==> src/rtl/bram1_frame_ctrl.sv <==
// Whole-frame write/replay sequencer for a 1-bit-per-pixel dual-port frame BRAM.
// Port A captures a raster-order pixel stream. Port B replays the stored frame
// with x/y coordinates. A read never overlaps a write.
module bram1_frame_ctrl #(
  parameter int unsigned IM_WIDTH     = 320,
  parameter int unsigned IM_HEIGHT    = 240,
  parameter int unsigned ADDR_WIDTH   = 17,
  parameter int unsigned XY_WIDTH     = 9,
  parameter int unsigned READ_LATENCY = 1
) (
  input  logic                  clk,
  input  logic                  rst_n,
  input  logic                  wr_start,
  input  logic                  in_enable,
  input  logic                  in_data,
  input  logic                  rd_start,
  output logic                  bram_wea,
  output logic [ADDR_WIDTH-1:0] bram_addra,
  output logic                  bram_dina,
  output logic [ADDR_WIDTH-1:0] bram_addrb,
  input  logic                  bram_doutb,
  output logic                  out_enable,
  output logic                  out_data,
  output logic [XY_WIDTH-1:0]   out_x,
  output logic [XY_WIDTH-1:0]   out_y,
  output logic                  wr_busy,
  output logic                  rd_busy,
  output logic                  frame_valid,
  output logic                  wr_done,
  output logic                  rd_done
);

  localparam int unsigned NPix = IM_WIDTH * IM_HEIGHT;
  localparam logic [ADDR_WIDTH-1:0] LastAddr = ADDR_WIDTH'(NPix - 1);
  localparam logic [XY_WIDTH-1:0]   LastX    = XY_WIDTH'(IM_WIDTH - 1);

  typedef enum logic [1:0] {StWIdle, StWPend, StWRun} w_state_e;
  typedef enum logic [1:0] {StRIdle, StRRun, StRDrain} r_state_e;

  w_state_e                w_state_q, w_state_d;
  r_state_e                r_state_q, r_state_d;
  logic [ADDR_WIDTH-1:0]   wr_addr_q, wr_addr_d;
  logic                    wea_q, wea_d;
  logic [ADDR_WIDTH-1:0]   addra_q, addra_d;
  logic                    dina_q, dina_d;
  logic [ADDR_WIDTH-1:0]   addrb_q, addrb_d;
  logic [READ_LATENCY-1:0] vld_pipe_q, vld_pipe_d;
  logic [READ_LATENCY-1:0] last_pipe_q, last_pipe_d;
  logic                    out_enable_q, out_enable_d;
  logic                    out_data_q, out_data_d;
  logic [XY_WIDTH-1:0]     out_x_q, out_x_d;
  logic [XY_WIDTH-1:0]     out_y_q, out_y_d;
  logic                    frame_valid_q, frame_valid_d;
  logic                    wr_done_q, wr_done_d;
  logic                    rd_done_q, rd_done_d;

  logic wr_accept, rd_accept, wr_take, wr_last, rd_issue, rd_issue_last;

  // Next-state logic for both FSMs, the address counters and the read pipeline.
  always_comb begin
    // A simultaneous wr_start wins over rd_start.
    wr_accept     = (w_state_q == StWIdle) && wr_start;
    rd_accept     = (r_state_q == StRIdle) && rd_start && frame_valid_q &&
                    (w_state_q == StWIdle) && !wr_start;
    wr_take       = (w_state_q == StWRun) && in_enable;
    wr_last       = wr_take && (wr_addr_q == LastAddr);
    rd_issue      = (r_state_q == StRRun);
    rd_issue_last = rd_issue && (addrb_q == LastAddr);

    w_state_d     = w_state_q;
    r_state_d     = r_state_q;
    wr_addr_d     = wr_addr_q;
    addrb_d       = addrb_q;
    wea_d         = wr_take;
    addra_d       = wr_take ? wr_addr_q : addra_q;
    dina_d        = wr_take ? in_data : dina_q;
    wr_done_d     = wr_last;
    frame_valid_d = frame_valid_q;

    if (wr_accept) begin
      wr_addr_d     = '0;
      frame_valid_d = 1'b0;
    end else if (wr_take) begin
      wr_addr_d = wr_last ? '0 : wr_addr_q + 1'b1;
    end
    if (wr_last) frame_valid_d = 1'b1;

    unique case (w_state_q)
      StWIdle: if (wr_accept) w_state_d = (r_state_q == StRIdle) ? StWRun : StWPend;
      // Idle check covers a request that landed on the rd_done cycle itself.
      StWPend: if (rd_done_q || r_state_q == StRIdle) w_state_d = StWRun;
      StWRun:  if (wr_last) w_state_d = StWIdle;
      default: w_state_d = StWIdle;
    endcase

    unique case (r_state_q)
      StRIdle: begin
        if (rd_accept) begin
          r_state_d = StRRun;
          addrb_d   = '0;
        end
      end
      StRRun: begin
        if (addrb_q == LastAddr) r_state_d = StRDrain;
        else                     addrb_d   = addrb_q + 1'b1;
      end
      // Stay busy through the rd_done cycle so a pending write starts right after.
      StRDrain: if (rd_done_q) r_state_d = StRIdle;
      default:  r_state_d = StRIdle;
    endcase

    // Valid/last flags track each issued address through the BRAM latency.
    vld_pipe_d     = '0;
    last_pipe_d    = '0;
    vld_pipe_d[0]  = rd_issue;
    last_pipe_d[0] = rd_issue_last;
    for (int i = 1; i < READ_LATENCY; i++) begin
      vld_pipe_d[i]  = vld_pipe_q[i-1];
      last_pipe_d[i] = last_pipe_q[i-1];
    end

    out_enable_d = vld_pipe_q[READ_LATENCY-1];
    out_data_d   = out_enable_d & bram_doutb;
    rd_done_d    = last_pipe_q[READ_LATENCY-1];

    // Coordinates are zero outside the valid stream and start at (0,0).
    out_x_d = '0;
    out_y_d = '0;
    if (out_enable_d && out_enable_q) begin
      if (out_x_q == LastX) begin
        out_y_d = out_y_q + 1'b1;
      end else begin
        out_x_d = out_x_q + 1'b1;
        out_y_d = out_y_q;
      end
    end
  end

  // State and registered outputs.
  always_ff @(posedge clk or negedge rst_n) begin
    if (!rst_n) begin
      w_state_q     <= StWIdle;
      r_state_q     <= StRIdle;
      wr_addr_q     <= '0;
      wea_q         <= 1'b0;
      addra_q       <= '0;
      dina_q        <= 1'b0;
      addrb_q       <= '0;
      vld_pipe_q    <= '0;
      last_pipe_q   <= '0;
      out_enable_q  <= 1'b0;
      out_data_q    <= 1'b0;
      out_x_q       <= '0;
      out_y_q       <= '0;
      frame_valid_q <= 1'b0;
      wr_done_q     <= 1'b0;
      rd_done_q     <= 1'b0;
    end else begin
      w_state_q     <= w_state_d;
      r_state_q     <= r_state_d;
      wr_addr_q     <= wr_addr_d;
      wea_q         <= wea_d;
      addra_q       <= addra_d;
      dina_q        <= dina_d;
      addrb_q       <= addrb_d;
      vld_pipe_q    <= vld_pipe_d;
      last_pipe_q   <= last_pipe_d;
      out_enable_q  <= out_enable_d;
      out_data_q    <= out_data_d;
      out_x_q       <= out_x_d;
      out_y_q       <= out_y_d;
      frame_valid_q <= frame_valid_d;
      wr_done_q     <= wr_done_d;
      rd_done_q     <= rd_done_d;
    end
  end

  assign bram_wea    = wea_q;
  assign bram_addra  = addra_q;
  assign bram_dina   = dina_q;
  assign bram_addrb  = addrb_q;
  assign out_enable  = out_enable_q;
  assign out_data    = out_data_q;
  assign out_x       = out_x_q;
  assign out_y       = out_y_q;
  assign wr_busy     = (w_state_q != StWIdle);
  assign rd_busy     = (r_state_q != StRIdle);
  assign frame_valid = frame_valid_q;
  assign wr_done     = wr_done_q;
  assign rd_done     = rd_done_q;

endmodule

==> config.mk <==
export PLATFORM = sky130hd
export DESIGN_NAME = bram1_frame_ctrl
export DESIGN_NICKNAME = d
export VERILOG_FILES = /design/src/rtl/bram1_frame_ctrl.sv
export SDC_FILE = /design/constraint.sdc
export NUM_CORES = 1
export LEC_CHECK = 0
export CAP_MARGIN = 15
export CORE_MARGIN = 1.5
export CORE_UTILIZATION = 41
export CTS_CLUSTER_SIZE = 25
export DETAILED_ROUTE_END_ITERATION = 7
export PLACE_DENSITY = 0.65
export SKIP_CTS_REPAIR_TIMING = 1
export SYNTH_ARGS = -nofsm -noshare
export SYNTH_HDL_FRONTEND = slang
export SYNTH_SLANG_ARGS = --single-unit
export TNS_END_PERCENT = 10
==> constraint.sdc <==
create_clock -name clk -period 3.76 [get_ports clk]
set_input_delay 0.752 -clock clk [delete_from_list [all_inputs] [get_ports clk]]
set_output_delay 0.752 -clock clk [all_outputs]
set_load 0.005 [all_outputs]
# ---- After elaboration in Yosys (flattened, before gate mapping)
# Index checks and enable logic that the tools add are counted.
dict set report op_classes {
  n_addsub 4
  n_mul 0
  n_div 0
  magnitude_cmp 0
  n_eq_ne 15
  shift 0
  n_mux 21
  bitwise 1
  reduce_logical 21
}
# cell n
set ops {}
lappend ops {{2-to-1 mux 17 bit} 5}
lappend ops {{2-to-1 mux 9 bit} 4}
lappend ops {{adder 17 x 1 -> 17 bit (second input constant)} 2}
lappend ops {{== test 17 bit (second input constant)} 2}
lappend ops {{one-hot mux 17 bit (2 select lines)} 1}
lappend ops {{adder 9 x 1 -> 9 bit (second input constant)} 2}
lappend ops {{2-to-1 mux 2 bit} 7}
lappend ops {{inequality test 2 bit (second input constant)} 6}
lappend ops {{one-hot mux 2 bit (3 select lines)} 2}
lappend ops {{nonzero test 2 bit} 5}
lappend ops {{== test 9 bit (second input constant)} 1}
lappend ops {{logical AND 1 bit} 9}
lappend ops {{AND reduction 3 bit} 3}
lappend ops {{== test 2 x 1 -> 1 bit (second input constant)} 2}
lappend ops {{== test 2 bit (second input constant)} 2}
lappend ops {{zero test 2 bit} 2}
lappend ops {{inequality test 2 x 1 -> 1 bit (second input constant)} 2}
lappend ops {{2-to-1 mux 1 bit} 2}
lappend ops {{AND 1 bit} 1}
lappend ops {{zero test 1 bit} 1}
lappend ops {{logical OR 1 bit} 1}
dict set report word_totals {
  regBits 82
  latch_bits 0
  ramBits 0
  mem_bits_ro 0
  input_bits 7
  output_inout_bits 61
  elab_cells 78
  mem_count 0
}

# ---- Depth between registers and ports, before layout
# Gate-level depths: netlist (run 1).
dict set report depth {
  word_depth 7
  mapped_depth 8
  mapped_depth_nobuf 6
}

# ---- Least setup slack after synthesis (run 1)
# Ideal clock, no wire load.
dict set report synth_timing {
  path_kind {in2reg}
  startpoint {in wr_start}
  endpoint {reg addrb_q[13], in the netlist bram_addrb[13]}
  setup_time_ps 121
  arrival_time_ps 1876
  required_time_ps 3639
  setup_slack_ps 1763
  cell_stages 5
  path_buffers 2
  cell_sequence {or4_4 nor2b_4 buf_6 buf_6 a22o_1}
}
dict set report synth_via {
  elab_chain_len 4
}
# item line
set synth_rtl {}
lappend synth_rtl {{start: declaration} 13} ;# input logic wr_start,
lappend synth_rtl {{zero test 1 bit} 64} ;# (w_state_q == StWIdle) && !wr_start;
lappend synth_rtl {{logical AND 1 bit} 64}
lappend synth_rtl {{inequality test 2 bit (no line)} n/a}
lappend synth_rtl {{AND reduction 3 bit (no line)} n/a}
lappend synth_rtl {{end signal: assignment} 165} ;# addrb_q <= addrb_d;
lappend synth_rtl {{end: declaration} 46} ;# logic [ADDR_WIDTH-1:0] addrb_q, addrb_d;
# No other way between the ends.
# A chain may end at the register's enable or synchronous reset.

# ---- Worst setup path after layout (run 1)
dict set report layout_timing {
  startpoint {reg w_state_q[0]}
  endpoint {out wr_busy}
}
dict set report layout_via {
  elab_chain_len 1
}
# item line
set layout_rtl {}
lappend layout_rtl {{start: declaration} 40} ;# w_state_e w_state_q, w_state_d;
lappend layout_rtl {{start signal: assignment} 142} ;# w_state_q <= StWIdle;
lappend layout_rtl {{start signal: assignment} 159} ;# w_state_q <= w_state_d;
lappend layout_rtl {{nonzero test 2 bit} 186} ;# assign wr_busy = (w_state_q != StWIdle);
lappend layout_rtl {{end: declaration} 26} ;# output logic wr_busy,
# No other way between the ends.

==> qor.csv, run 1 <==
metric,value,unit
n_diodes,0,
NetSw,0.417,mW
Core Box Area,8810,um^2
Synth Flop Type,dfrtp_1,
io pins,68,
final WL,7.75,mm
post-route non-filler standard cell count,558,
WL/cell,13.9,um
failing checks,design-rule violations,
Hold EP,rd_done,
initial antenna violation count,0,
cts bufs inserted,9,
"Async S/R FF share, synth",1.00,
FP Rows,34,
Total GRT Usage,0.170,
flop2flop setup slack,1730,ps
terminus of the critical flop-to-flop path,bram_addrb[0],
Die ar.,9780,um^2
worst vdd ir,0.171,mV
Critical Path Slowest Stage Cell,clkdlybuf4s50_1,
"EDFF count, synth",0,
P&R area growth vs syn,25.4,%
Syn Nets,389,
Final Core Density,0.537,
Gate Count Post-Synth,378,
CTS Sinks,82,
worst reg2reg path startpoint,bram_addrb[1],
Slew HR,0.320,
H-Tree Depth,3,
Via density,5.09,
min-delay src,last_pipe_q,
Clock power frac,0.391,
DRT iter0 DRCs,113,
Tmin final,2290,ps
remaining antenna violation count,0,
CP bufs+invs,2,
clock-pin slew on the worst setup and hold paths,80,ps
largest cells by area after synthesis,"dfrtp_1, nand2_1, xor2_1",
largest net degree at the start of global routing,83,
Mean Syn Cell Area,9.97,um^2
leakage,2.19,nW
later-pin clock latency in the skew report,350,ps
crit end category,output pin,
fin. max-slew vios,0,
Yosys reg bits,82,
Worst setup SP type,flop,
first-pass GRT wire length,13.4,mm
Fin Clk Skew,10.7,ps
cells along the critical path,nor2_2 > inv_2 > clkdlybuf4s50_1,
post-synth top area cell,dfrtp_1,
vias in the first global route,2779,
switch share,0.232,
worst setup path category,reg -> out,
Final WS setup,1470,ps
Worst EP required,3010,ps
cell family with most CP delay,buffers and inverters,
CP Data Arrival Time,1530,ps
sequential fraction of the synthesis area,0.544,
Die Ht,98.9,um
power density cells,380,nW/um^2
DP HPWL,5.15,mm
Synth Area in Compound Gates,0.0558,
"Hold Vio Cnt, Final",0,
total number of vias,2838,
main combinational cell family by area after synthesis,simple AND/OR/NAND/NOR gates,
CP max stage delay,530,ps
MaxCap Viol Count,0,
Synth Area in Simple Gates,0.258,
Seq pwr share,0.531,
dpl ws,1160,ps
DRC errors left,5,
GPL Wtd Cong,0.801,
CP max FO,10,
Worst Hold Depth,0,
Die Wd,98.9,um
RSZ-0062 raised after global routing,false,
TNS Setup,0,ps
post-synthesis adder-cell area fraction,0.0133,
Logic pwr share,0.078,
library cells used by synthesis,46,
R2R cell count,6,
"Power, Total",1.80,mW
status,finished with violations,
placed insts,542,
Initial Utilization,0.428,
share of the synthesized area in the top cell type,0.544,
Pre-Repair DR Iteration Count,6,
Clock Path Buffers,2,
Tcrit/Tclk final,0.608,
Final nets,456,
Root Driver,clkbuf_8,
Netlist Area Pre-Place,3770,um^2
grt ovf,0,
layout cells sized above 1,0.0622,
yosys warns,0,
Internal Pwr Total,1.38,mW
XOR/XNOR Fraction of Synth Area,0.0930,
Max Fclk,437,MHz
Final setup viols,0,
Slew @ Worst Pin,1020,ps
hold crit path type,reg -> reg,
port bufs,67,
post-synthesis mux area share,0.00830,
CTS tree,built,
-- metal layers --
metal,vias to the layer above,part of all wire,global-route usage
met2,58,0.43,0.241
met3,8,0.042,0.0418
li1,1408,-,-
met5,-,0,0
met4,0,0.012,0.0615
met1,1364,0.51,0.253
-- cell type report --
class / instances / area [um^2]
Sequential cell: 82 / 2050
Timing Repair Buffer: 69 / 683
Inverter: 6 / 22.5
Fill cell: 803 / 4080
Clock inverter: 4 / 75.1
Multi-Input combinational cell: 277 / 1610
Clock buffer: 12 / 145
Tap cell: 108 / 135
-- sequential cells by signal, summed over array words and instances (netlist names), 2 cells and up --
signal,cells
out_y,9
w_state_q,2
r_state_q,2
bram_addrb,17
wr_addr_q,17
bram_addra,17
out_x,9
-- synth_stat cells (3+ instances only) --
master     n
nand4_1    8
dfrtp_1   82
nor2_1    43
a21oi_1    4
a22o_1     9
buf_6      4
and4_1     3
and3_1    15
inv_1      4
nand3_1   19
nand3b_1   3
xnor2_1   15
nand2_1   82
ha_1       4
clkbuf_1   7
xor2_1    25
o21ai_0    5
nor3_1     7
-- worst max path at each step --
| stage | from | endpoint | slack, ps | cells after the start |
|---|---|---|---|---|
| after detailed placement | wr_start | wr_addr_q[16] | 1160 | 6 |
| after CTS | w_state_q[0] | wr_busy | 1450 | 3 |
| after floorplan | wr_start | bram_addrb[13] | 1760 | 5 |
| after global routing | wr_start | wr_addr_q[9] | 1380 | 6 |
| final | w_state_q[0] | wr_busy | 1470 | 3 |
| after global placement | wr_start | bram_addrb[12] | 1230 | 4 |
-- power groups by stage --
stage / Sequential, mW / Clock [mW] / Combinational (mW)
after global placement: 0.972 / 0 / 0.139
after detailed placement: 0.973 / 0 / 0.142
after global routing: 0.964 / 0.762 / 0.166
after CTS: 0.956 / 0.721 / 0.142
after floorplan: 0.968 / 0 / 0.0626
final: 0.955 / 0.702 / 0.140
-- per-stage QoR --
stage	hold slack, ps	area, um^2
2_1_floorplan	331	3770
3_3_place_gp	334	4510
3_5_place_dp	350	4510
4_1_cts	356	4730
5_1_grt	387	4730
6_report	355	4730
-- logic make-up after synthesis --
family                   count (synthesis)
AO/OA/AOI/OAI                           28
XOR/XNOR                                40
adder cells (fa/ha/maj)                  4
buffers and inverters                   19
flip-flops                              82
multiplexers                             3
AND/OR/NAND/NOR                        202
-- layout by cell type (no fill, tap or decap), types with 3 or more instances in the layout --
master	instances
inv_1	4
nor2_1	43
clkbuf_8	10
o21ai_0	5
nand2_1	82
a22o_1	9
nand3_1	19
ha_1	4
nor3_1	7
and4_1	3
nand4_1	8
buf_4	3
xnor2_1	15
xor2_1	25
and3_1	15
clkdlybuf4s50_1	66
dfrtp_1	82
a21oi_1	4
nand3b_1	3
Power figures use the tool's default switching activity.
==> run 2: changes to the inputs <==
- PLACE_DENSITY: 0.65 -> 0.67
- clock period: 3.76 -> 2.1 ns (I/O delays scaled with it)
==> run 2 against run 1 <==
Compared with the run above: die area unchanged; sequential power grew 80%; register-to-register slack worse by 1600 ps; combinational power rose by 86%; core utilization grew 1.2 points; count of clock-buffer cells in the layout rose by 1; the flow finishes with violations (design-rule violations, negative hold slack); setup slack worse by 1400 ps; clock power up 55%; non-clock buffer count rose by 14; highest routed layer unchanged; cell area is 2.2% higher; sequential cell count unchanged; global-route usage is 0.29 points higher.
==> qor.csv, run 2 (synthesized netlist as in run 1, its figures left out) <==
metric,value,unit
cell family with most CP delay,compound AO/OA/AOI/OAI gates,
Total GRT Usage,0.173,
CP max stage delay,430,ps
hold crit path type,in -> async,
Die Ht,98.9,um
Via density,5.11,
final WL,8.04,mm
n_diodes,0,
GPL Wtd Cong,0.802,
status,finished with violations,
power density cells,635,nW/um^2
CP max FO,16,
P&R area growth vs syn,28.2,%
Slew HR,0.631,
DP HPWL,5.67,mm
highest-count cells in the layout ignoring fill and taps,"dfrtp_1, nand2_1, clkdlybuf4s50_1",
Die ar.,9780,um^2
Slew @ Worst Pin,553,ps
cells along the critical path,ha_1 > nand2_2 > nor3_1 > a21oi_2 > nor2b_4 > buf_12 > a221o_1,
layout cells sized above 1,0.0948,
grt ovf,0,
worst setup path start,bram_addrb[0],
FP Rows,34,
crit end category,flop,
initial antenna violation count,0,
Tmin final,2000,ps
DRC errors left,11,
Pre-Repair DR Iteration Count,6,
first-pass GRT wire length,13.6,mm
CTS Sinks,82,
worst vdd ir,0.336,mV
clock-pin slew on the worst setup and hold paths,80,ps
TNS Setup,0,ps
R2R cell count,7,
CP bufs+invs,1,
Die Wd,98.9,um
later-pin clock latency in the skew report,350,ps
WL/cell,14.1,um
CTS tree,built,
port bufs,67,
largest net degree at the start of global routing,33,
Sequential Area,2050,um^2
Final setup viols,0,
MaxCap Viol Count,0,
terminus of the critical flop-to-flop path,bram_addrb[12],
Worst setup SP type,flop,
Initial Utilization,0.428,
remaining antenna violation count,0,
Critical Path Stages,7,
vias in the first global route,2841,
H-Tree Depth,3,
Clock Path Buffers,2,
fin. max-slew vios,0,
Worst EP required,2330,ps
"leading cell type in the layout, fill and taps excluded",dfrtp_1,
worst reg2reg path startpoint,bram_addrb[0],
leakage,2.26,nW
Final nets,470,
Core Box Area,8810,um^2
total number of vias,2924,
hold_ws,-9.10,ps
io pins,68,
Tcrit/Tclk final,0.950,
cts bufs inserted,9,
Critical Path Slowest Stage Cell,dfrtp_1,
"Hold Vio Cnt, Final",26,
CP Data Arrival Time,2220,ps
worst setup path category,reg -> reg,
Root Driver,clkbuf_8,
filler cell count,791,
end of the critical path,bram_addrb[12],
DRT iter0 DRCs,122,
Fin Clk Skew,10.7,ps
footprint of the multi-input gates,1620,um^2
Max Fclk,501,MHz
flop2flop setup slack,100,ps
failing checks,"design-rule violations, negative hold slack",
[run 2: cell types whose count changed in the layout (fill, tap and decap cells not counted), moves of 2 or more]
cell | before | now
clkbuf_8 | 10 | 12
buf_4 | 3 | 15
buf_12 | 0 | 2
bufinv_16 | 2 | 0
[run 2: layout make-up]
cell class | instances | share of cell area
clock buffer | 13 | 0.0350
clock inverter | 3 | 0.00466
inverter | 6 | 0.00466
multi-input combinational | 277 | 0.334
sequential | 82 | 0.425
tap | 108 | 0.0280
timing repair buffer | 83 | 0.168
[run 2: worst min-delay path by stage]
stage | from | end | slack [ps] | depth (start not counted)
global route | rst_n | out_y[2] | 7 | 1
floorplan | rst_n | bram_addra[0] | 120 | 0
global placement | last_pipe_q | rd_done | 330 | 0
CTS | rst_n | out_y[2] | -10 | 1
detailed placement | last_pipe_q | rd_done | 340 | 0
finish | rst_n | out_y[2] | -9 | 1
[run 2: power breakdown]
group          internal [mW]  switching [mW]  total (mW)
clock network          0.528           0.561        1.09
registers               1.65          0.0693        1.72
logic                  0.130           0.131       0.261
[run 2: per-stage QoR]
step | utilization | cells | instance area, um^2 | setup slack, ps | total power [mW]
after floorplan | - | 378 | 3770 | 258 | 1.85
final | 0.548 | 572 | 4830 | 104 | 3.07
after CTS | 0.546 | 571 | 4810 | 21.3 | 3.10
after global placement | 0.524 | 555 | 4620 | -57.3 | 2.00
after detailed placement | 0.524 | 555 | 4620 | -97.7 | 2.01
after global routing | 0.548 | 572 | 4830 | -1.70 | 3.21
[run 2: layer usage]
layer  global-route usage  routed length (um)
met1                0.245                3950
met4               0.0692                  64
met2                0.259                3670
met3               0.0383                 350
met5                    0                   0
==> run 3: changes to the inputs <==
- GPL_ROUTABILITY_DRIVEN: default -> 1
- HOLD_SLACK_MARGIN: default -> 0.1
- TNS_END_PERCENT: 10 -> 30
==> run 3 against run 2 <==
Compared with the run above: the flow finishes with violations (design-rule violations); routed wire length increased by 0.52%; clock power about the same; count of clock-buffer cells in the layout did not move; fmax increased by 0.75%.
==> qor.csv, run 3 (synthesized netlist as in run 1, its figures left out) <==
metric,value,unit
CTS Sinks,82,
Clock power frac,0.355,
io pins,68,
Internal Pwr Total,2.30,mW
Final nets,472,
Fin Clk Skew,10.5,ps
power density cells,632,nW/um^2
Global Route met3 Usage,0.0383,
CP max FO,15,
switch share,0.249,
clock-pin slew on the worst setup and hold paths,80,ps
Pre-Repair DR Iteration Count,6,
Tmin final,1980,ps
Max Fclk,505,MHz
"leading cell type in the layout, fill and taps excluded",dfrtp_1,
largest net degree at the start of global routing,33,
CP bufs+invs,0,
GPL Wtd Cong,0.802,
highest-count cells in the layout ignoring fill and taps,"dfrtp_1, nand2_1, clkdlybuf4s50_1",
Total GRT Usage,0.173,
CP Data Arrival Time,2210,ps
FP Rows,34,
WL/cell,14.1,um
CP max stage delay,670,ps
area post-placement,4620,um^2
hold_ws,360,ps
Die Ht,98.9,um
cts bufs inserted,9,
CTS tree,built,
cells along the critical path,nor4b_1 > nand4b_1 > or4_1 > nand2_4 > nor2_1,
Worst EP required,2330,ps
total number of vias,2935,
cell family with most CP delay,simple AND/OR/NAND/NOR gates,
Sequential Area,2050,um^2
"Power, Total",3.07,mW
crit end category,flop,
P&R area growth vs syn,28.8,%
Worst setup SP type,flop,
final WL,8.08,mm
Final setup viols,0,
worst vdd ir,0.334,mV
DRT iter0 DRCs,117,
fin area,4850,um^2
n_diodes,0,
H-Tree Depth,3,
Initial Utilization,0.428,
flop2flop setup slack,120,ps
min-delay src,last_pipe_q,
footprint of the multi-input gates,1620,um^2
met2 Use GR,0.259,
global route hottest layer,met2,
R2R cell count,5,
initial antenna violation count,0,
post-route non-filler standard cell count,574,
Tcrit/Tclk final,0.943,
terminus of the critical flop-to-flop path,wr_addr_q[10],
worst setup path category,reg -> reg,
MaxCap Viol Count,0,
Logic pwr share,0.086,
leakage,2.27,nW
Root Driver,clkbuf_8,
layout cells sized above 1,0.0987,
worst reg2reg path startpoint,wr_addr_q[14],
Via density,5.11,
Clock Path Buffers,2,
first-pass GRT wire length,13.6,mm
remaining antenna violation count,0,
Hold EP,rd_done,
placed insts,555,
Die Wd,98.9,um
DP HPWL,5.67,mm
failing checks,design-rule violations,
fin. max-slew vios,0,
Slew @ Worst Pin,553,ps
Slew HR,0.631,
Seq pwr share,0.559,
Critical Path Slowest Stage Cell,or4_1,
hold crit path type,reg -> reg,
NetSw,0.763,mW
Core Box Area,8810,um^2
DRC errors left,11,
status,finished with violations,
filler cell count,788,
Die ar.,9780,um^2
vias in the first global route,2841,
Worst Hold Depth,0,
RSZ-0062 raised after global routing,false,
grt ovf,0,
port bufs,67,
later-pin clock latency in the skew report,350,ps
GRT met1 Usage,0.245,
"Hold Vio Cnt, Final",0,
## run 3: power groups by stage
stage	combinational, mW	sequential (mW)	clock (mW)
after global placement	0.260	1.74	0
after detailed placement	0.268	1.75	0
after floorplan	0.112	1.73	0
after CTS	0.268	1.71	1.12
after global routing	0.303	1.73	1.19
final	0.262	1.72	1.09
## run 3: cell type report
| class | count | share of cell area |
|---|---|---|
| Timing Repair Buffer | 85 | 0.171 |
| Clock inverter | 3 | 0.00464 |
| Sequential cell | 82 | 0.423 |
| Multi-Input combinational cell | 277 | 0.334 |
| Tap cell | 108 | 0.0278 |
| Clock buffer | 13 | 0.0348 |
| Inverter | 6 | 0.00464 |
## run 3: worst max-delay path by stage
stage	from	end	slack [ps]	depth (start not counted)
after global placement	wr_start	bram_addrb[12]	-60	4
after detailed placement	wr_start	bram_addrb[12]	-100	4
after global routing	bram_addrb[0]	bram_addrb[12]	50	7
final	wr_addr_q[14]	wr_addr_q[10]	120	5
after CTS	bram_addrb[0]	bram_addrb[0]	20	6
after floorplan	w_state_q[0]	bram_addrb[13]	260	8
## run 3: stage by stage
step	TNS [ps]	setup slack, ps	util
after floorplan	0	258	-
after global placement	-329	-57.3	0.524
after detailed placement	-697	-97.7	0.524
after CTS	0	21.3	0.546
after global routing	0	47.4	0.551
final	0	119	0.551
## run 3: layer usage
metal  wire, um  part of all wire
met4         80            0.0099
met3        364             0.045
met2       3680              0.45
met1       3960              0.49
met5          0                 0
